[src/rtl/mod_sub_stream_if.sv]
// ---------------------------------------------------------------------------
// mod_sub_stream_if : operand/result stream bundle for mod_sub_stream
// Revision 1.0
// ---------------------------------------------------------------------------
`default_nettype none

interface mod_sub_stream_if #(
   parameter int W     = 16,
   parameter int TAG_W = 8
);
   logic             in_valid;
   logic             in_ready;
   logic [W-1:0]     in_a;
   logic [W-1:0]     in_b;
   logic [TAG_W-1:0] in_tag;
   logic             out_valid;
   logic             out_ready;
   logic [W-1:0]     out_d;
   logic [TAG_W-1:0] out_tag;
   logic             out_err;

   modport slave (
      input  in_valid, in_a, in_b, in_tag, out_ready,
      output in_ready, out_valid, out_d, out_tag, out_err
   );

   modport master (
      output in_valid, in_a, in_b, in_tag, out_ready,
      input  in_ready, out_valid, out_d, out_tag, out_err
   );
endinterface

`default_nettype wire

[src/rtl/mod_sub_stream.sv]
// ---------------------------------------------------------------------------
// mod_sub_stream : 2-stage streaming (A - B) mod Q with range-error flagging
// Revision 1.0
// ---------------------------------------------------------------------------
`default_nettype none

module mod_sub_stream #(
   parameter int Q     = 3329,
   parameter int W     = 16,
   parameter int TAG_W = 8
) (
   input  logic                clk,
   input  logic                rst,
   mod_sub_stream_if.slave     io,
   output logic                busy,
   output logic [7:0]          err_count
);
   localparam logic [W-1:0] Q_W = W'(Q);

   logic             en;
   logic             in_err;

   logic             s1_valid;
   logic [W:0]       s1_d;
   logic             s1_err;
   logic [TAG_W-1:0] s1_tag;

   logic             s2_valid;
   logic [W-1:0]     s2_d;
   logic             s2_err;
   logic [TAG_W-1:0] s2_tag;

   // Whole pipeline advances together; an empty output stage never stalls.
   assign en          = !s2_valid | io.out_ready;
   assign io.in_ready = en;
   assign in_err      = (io.in_a >= Q_W) | (io.in_b >= Q_W);

   always_ff @(posedge clk or posedge rst) begin
      if (rst) begin
         s1_valid <= 1'b0;
         s1_d     <= '0;
         s1_err   <= 1'b0;
         s1_tag   <= '0;
         s2_valid <= 1'b0;
         s2_d     <= '0;
         s2_err   <= 1'b0;
         s2_tag   <= '0;
      end else if (en) begin
         s1_valid <= io.in_valid;
         s1_d     <= {1'b0, io.in_a} - {1'b0, io.in_b};
         s1_err   <= in_err;
         s1_tag   <= io.in_tag;
         s2_valid <= s1_valid;
         // Borrow out of the 17-bit difference means A < B: fold back by Q.
         s2_d     <= s1_d[W] ? (s1_d[W-1:0] + Q_W) : s1_d[W-1:0];
         s2_err   <= s1_err;
         s2_tag   <= s1_tag;
      end
   end

   always_ff @(posedge clk or posedge rst) begin
      if (rst) begin
         err_count <= 8'd0;
      end else if (io.in_valid && en && in_err && (err_count != 8'hFF)) begin
         err_count <= err_count + 8'd1;
      end
   end

   assign io.out_valid = s2_valid;
   assign io.out_d     = s2_d;
   assign io.out_tag   = s2_tag;
   assign io.out_err   = s2_err;
   assign busy         = s1_valid | s2_valid;

endmodule

`default_nettype wire

[src/flat_wrapper.sv]
// flat-port wrapper written by rule: the top's interface ports become plain ports
module mod_sub_stream_flat 
#(
   parameter int Q     = 3329,
   parameter int W     = 16,
   parameter int TAG_W = 8
)
  (clk, rst, busy, err_count, io_in_valid, io_in_a, io_in_b, io_in_tag, io_out_ready, io_in_ready, io_out_valid, io_out_d, io_out_tag, io_out_err);
  mod_sub_stream_if #(.W(W), .TAG_W(TAG_W)) io_i ();
  input  logic clk;
  input  logic rst;
  output logic busy;
  output logic [7:0] err_count;
  input wire logic [$bits(io_i.in_valid)-1:0] io_in_valid;
  input wire logic [$bits(io_i.in_a)-1:0] io_in_a;
  input wire logic [$bits(io_i.in_b)-1:0] io_in_b;
  input wire logic [$bits(io_i.in_tag)-1:0] io_in_tag;
  input wire logic [$bits(io_i.out_ready)-1:0] io_out_ready;
  output wire logic [$bits(io_i.in_ready)-1:0] io_in_ready;
  output wire logic [$bits(io_i.out_valid)-1:0] io_out_valid;
  output wire logic [$bits(io_i.out_d)-1:0] io_out_d;
  output wire logic [$bits(io_i.out_tag)-1:0] io_out_tag;
  output wire logic [$bits(io_i.out_err)-1:0] io_out_err;
  assign io_i.in_valid = io_in_valid;
  assign io_i.in_a = io_in_a;
  assign io_i.in_b = io_in_b;
  assign io_i.in_tag = io_in_tag;
  assign io_i.out_ready = io_out_ready;
  assign io_in_ready = io_i.in_ready;
  assign io_out_valid = io_i.out_valid;
  assign io_out_d = io_i.out_d;
  assign io_out_tag = io_i.out_tag;
  assign io_out_err = io_i.out_err;
  mod_sub_stream #(.Q(Q), .W(W), .TAG_W(TAG_W)) u_core (.clk(clk), .rst(rst), .io(io_i), .busy(busy), .err_count(err_count));
endmodule
[config.mk]
export PLATFORM = sky130hd
export DESIGN_NAME = mod_sub_stream_flat
export DESIGN_NICKNAME = d
export VERILOG_FILES = /design/src/rtl/mod_sub_stream_if.sv /design/src/rtl/mod_sub_stream.sv /design/src/flat_wrapper.sv
export SDC_FILE = /design/constraint.sdc
export NUM_CORES = 1
export LEC_CHECK = 0
export ABC_AREA = 1
export BUFFER_PORTS_ARGS = -buffer_cell sky130_fd_sc_hd__buf_4
export CORE_ASPECT_RATIO = 2
export CORE_MARGIN = 1
export CORE_UTILIZATION = 55
export DETAILED_ROUTE_END_ITERATION = 16
export PLACE_DENSITY = 0.86
export SLEW_MARGIN = 0
export SYNTH_ARGS = -nofsm -noshare
export SYNTH_HDL_FRONTEND = slang
export SYNTH_SLANG_ARGS = --single-unit
[constraint.sdc]
create_clock -name clk -period 5.9 [get_ports clk]
set_input_delay 1.18 -clock clk [delete_from_list [all_inputs] [get_ports clk]]
set_output_delay 1.18 -clock clk [all_outputs]
set_load 0.05 [all_outputs]
==> flow_metrics.tcl <==
set metrics [dict create \
    post_cts_resized 0 \
    start_util 0.571 \
    post_cts_buffers 0 \
    syn_area_um2 3990 \
    row_count 43 \
    combPwrFrac 0.371 \
    slew_viol_final 0 \
    startpoint_type "input port" \
    fin_skew_ps 4.82 \
    grt_pass1_wl_um 16800 \
    maxCapViolations 0 \
    worstPathMaxFanout 61 \
    synth_commonest_cells "nand2_1 (244), inv_1 (88), dfrtp_1 (61)" \
    period_share 0.662 \
    post-route-util 0.715 \
    routedWlPerCell_um 13.0 \
    async_flop_share 1.00 \
    critical_path_class "input port to output port" \
    synth_cell_type_count 30 \
    post-place-ws_ps 2030 \
    synth_nets 651 \
    core_area_um2 6990 \
    cpMostUsedCell "buf_4" \
    cts_tree "built" \
    htree_num_levels 3 \
    synth_top_area_cell "dfrtp_1" \
    grt_max_degree 62 \
    clkSinkCount 61 \
    drcViolationCount 0 \
    hold_path_class "flip-flop to flip-flop" \
    status "finished, final reports clean" \
    cpPeakStageDelay_ps 490 \
    hold_viol 0 \
    cpMaxStageDelayCell "buf_4" \
    clkPwrFrac 0.305 \
    fillerInstances 592 \
    avgSynthCellArea_um2 6.79 \
    drive_gt1_frac 0.174 \
    synth.most_common_cell "nand2_1" \
    worstMarginPinSlew_ps 794 \
    cellPowerDensity_nw_per_um2 371 \
    seq_area_frac_synth 0.382 \
    ys_warn_count 0 \
    finalPower_uw 1850 \
    grt_overflow 0 \
    setup_violations 0 \
    drtIter0Drc 307 \
    switching_share 0.396 \
    fin_tns_setup_ps 0 \
    critPathTopFamily "buffers and inverters" \
    antenna_found_initial 0 \
    routed_wirelength_um 9910 \
    ios 80 \
    ant_nets 0 \
    fin_crit_ps 3910 \
    crit_path_cell_trace "buf_4 > nor2_4 > buf_4 > inv_2 > buf_4" \
    cp.arrival_ps 2730 \
    ys.flop_type "dfrtp_1" \
    layout.nets 732 \
    cp.required_ps 4720 \
    syn_to_final_growth_pct 25.2 \
    cts_root_buf "clkbuf_16" \
    rsz0062_at_grt "no" \
    setup_ws_ps 1990 \
    io_buffers 79 \
    pwr-share-seq 0.324 \
    clk_latency_ps 330 \
    first_pass_iters 5 \
    crit_buf_inv 4 \
    synth.top_cell.area_share 0.382 \
    routabilityCongestion 0.867 \
    fp.dieW_um 62.2 \
    die_area_um2 7620 \
    routed-via-count 3983 \
    p_leak_uw 0.00282 \
    ctsHoldBuffers 0 \
    max-slew-margin-rel 0.470 \
    grtUsageTotal 0.284 \
    p_sw_uw 734 \
    cp-end-kind "output port" \
    fmax_ghz 0.256 \
    syn_inst 588 \
    synth.area.top_cells "dfrtp_1 (38%), nand2_1 (23%), inv_1 (8.3%)" \
    clkTransAtPathRegs_ps 50 \
    dpl.hpwl_um 7020 \
    whs_ps 474 \
    ys_ff_latch 61 \
    grt_pass1_vias 3889 \
    numCtsBuffers 9 \
    diodes 0 \
    cts_buffer_depth 2 \
    fp.dieH_um 122 \
    internal_power_uw 1120 \
    vias_per_cell 5.21 \
    synth_edf_count 0 \
    peakVddDrop_uv 194 \
]
==> cell type report <==
class / instances / area [um2] / area share
repair buffers: 81 / 608 / 0.122
well taps: 90 / 113 / 0.0225
flip-flops and latches: 61 / 1530 / 0.305
inverters: 93 / 349 / 0.0698
clock inverters: 4 / 70.1 / 0.0140
multi-input cells: 423 / 2080 / 0.415
clock buffers: 12 / 256 / 0.0513
==> cell usage in the layout (no fill, tap or decap), types with 8 or more instances in the layout <==
| master | synthesis | layout |
|---|---|---|
| nor2_1 | 26 | 26 |
| o21ai_1 | 8 | 8 |
| dfrtp_1 | 61 | 61 |
| clkbuf_16 | 0 | 9 |
| nor3_1 | 10 | 10 |
| buf_4 | 0 | 81 |
| ha_1 | 18 | 18 |
| inv_1 | 88 | 87 |
| o21ai_0 | 10 | 10 |
| a21oi_1 | 12 | 12 |
| nand2_1 | 244 | 244 |
| nand3_1 | 53 | 53 |
==> per-layer routing <==
layer | global-route usage | share of wire | up-vias
li1 | - | - | 1988
met1 | 0.276 | 0.34 | 1851
met2 | 0.558 | 0.59 | 119
met3 | 0.0446 | 0.035 | 25
met4 | 0.156 | 0.032 | 0
met5 | 0 | 0 | -
==> metrics by stage <==
stage                     std cells  instance area [um2]
after floorplan                 588                 3990
after global placement          748                 4670
after detailed placement        748                 4670
after CTS                       764                 5000
after global routing            764                 5000
final                           764                 5000
==> flip-flops by register name (all words and copies together) (netlist names) <==
register,flops
u_core.s1_err,1
u_core.s1_tag,8
u_core.io.out_err,1
u_core.s1_d,17
u_core.io.out_valid,1
u_core.io.out_tag,8
u_core.s1_valid,1
u_core.io.out_d,16
u_core.err_count,8
==> power groups by stage <==
stage / Sequential, uW / Combinational, uW / Clock [uW]
6_report: 600 / 688 / 565
5_1_grt: 610 / 751 / 586
3_3_place_gp: 595 / 660 / 0
3_5_place_dp: 601 / 678 / 0
4_1_cts: 597 / 690 / 570
2_1_floorplan: 794 / 278 / 0
==> path summary, 6_finish.rpt <==
path	from	end	slack [ps]	cells after the start
worst max-delay path	io_out_ready	io_in_ready	1990	5
worst min-delay path	u_core.s1_tag[0]	u_core.io.out_tag[0]	470	2
worst max register to register	u_core.io.out_valid	u_core.err_count[1]	3480	9
worst min register to register	u_core.s1_tag[0]	u_core.io.out_tag[0]	470	2
max in group asynchronous	rst	u_core.s1_tag[3]	4330	3
min in group asynchronous	rst	u_core.io.out_tag[1]	1060	3
==> worst min-delay path: cells and delay by family (launching register included) <==
kind          cells  cell delay, ps
flops             1             340
simple gates      2             100
==> cell families (layout without fill, tap and decap cells) <==
kind of cell    Yosys count  count (layout)  synth area share
compound gates           35              35            0.0470
xor+xnor                 11              11            0.0241
fa+ha+maj                19              19            0.0614
buf+inv                 104             190            0.0987
flops                    61              61             0.382
simple gates            358             358             0.386
Note: power is estimated with default switching activity, not from simulation.
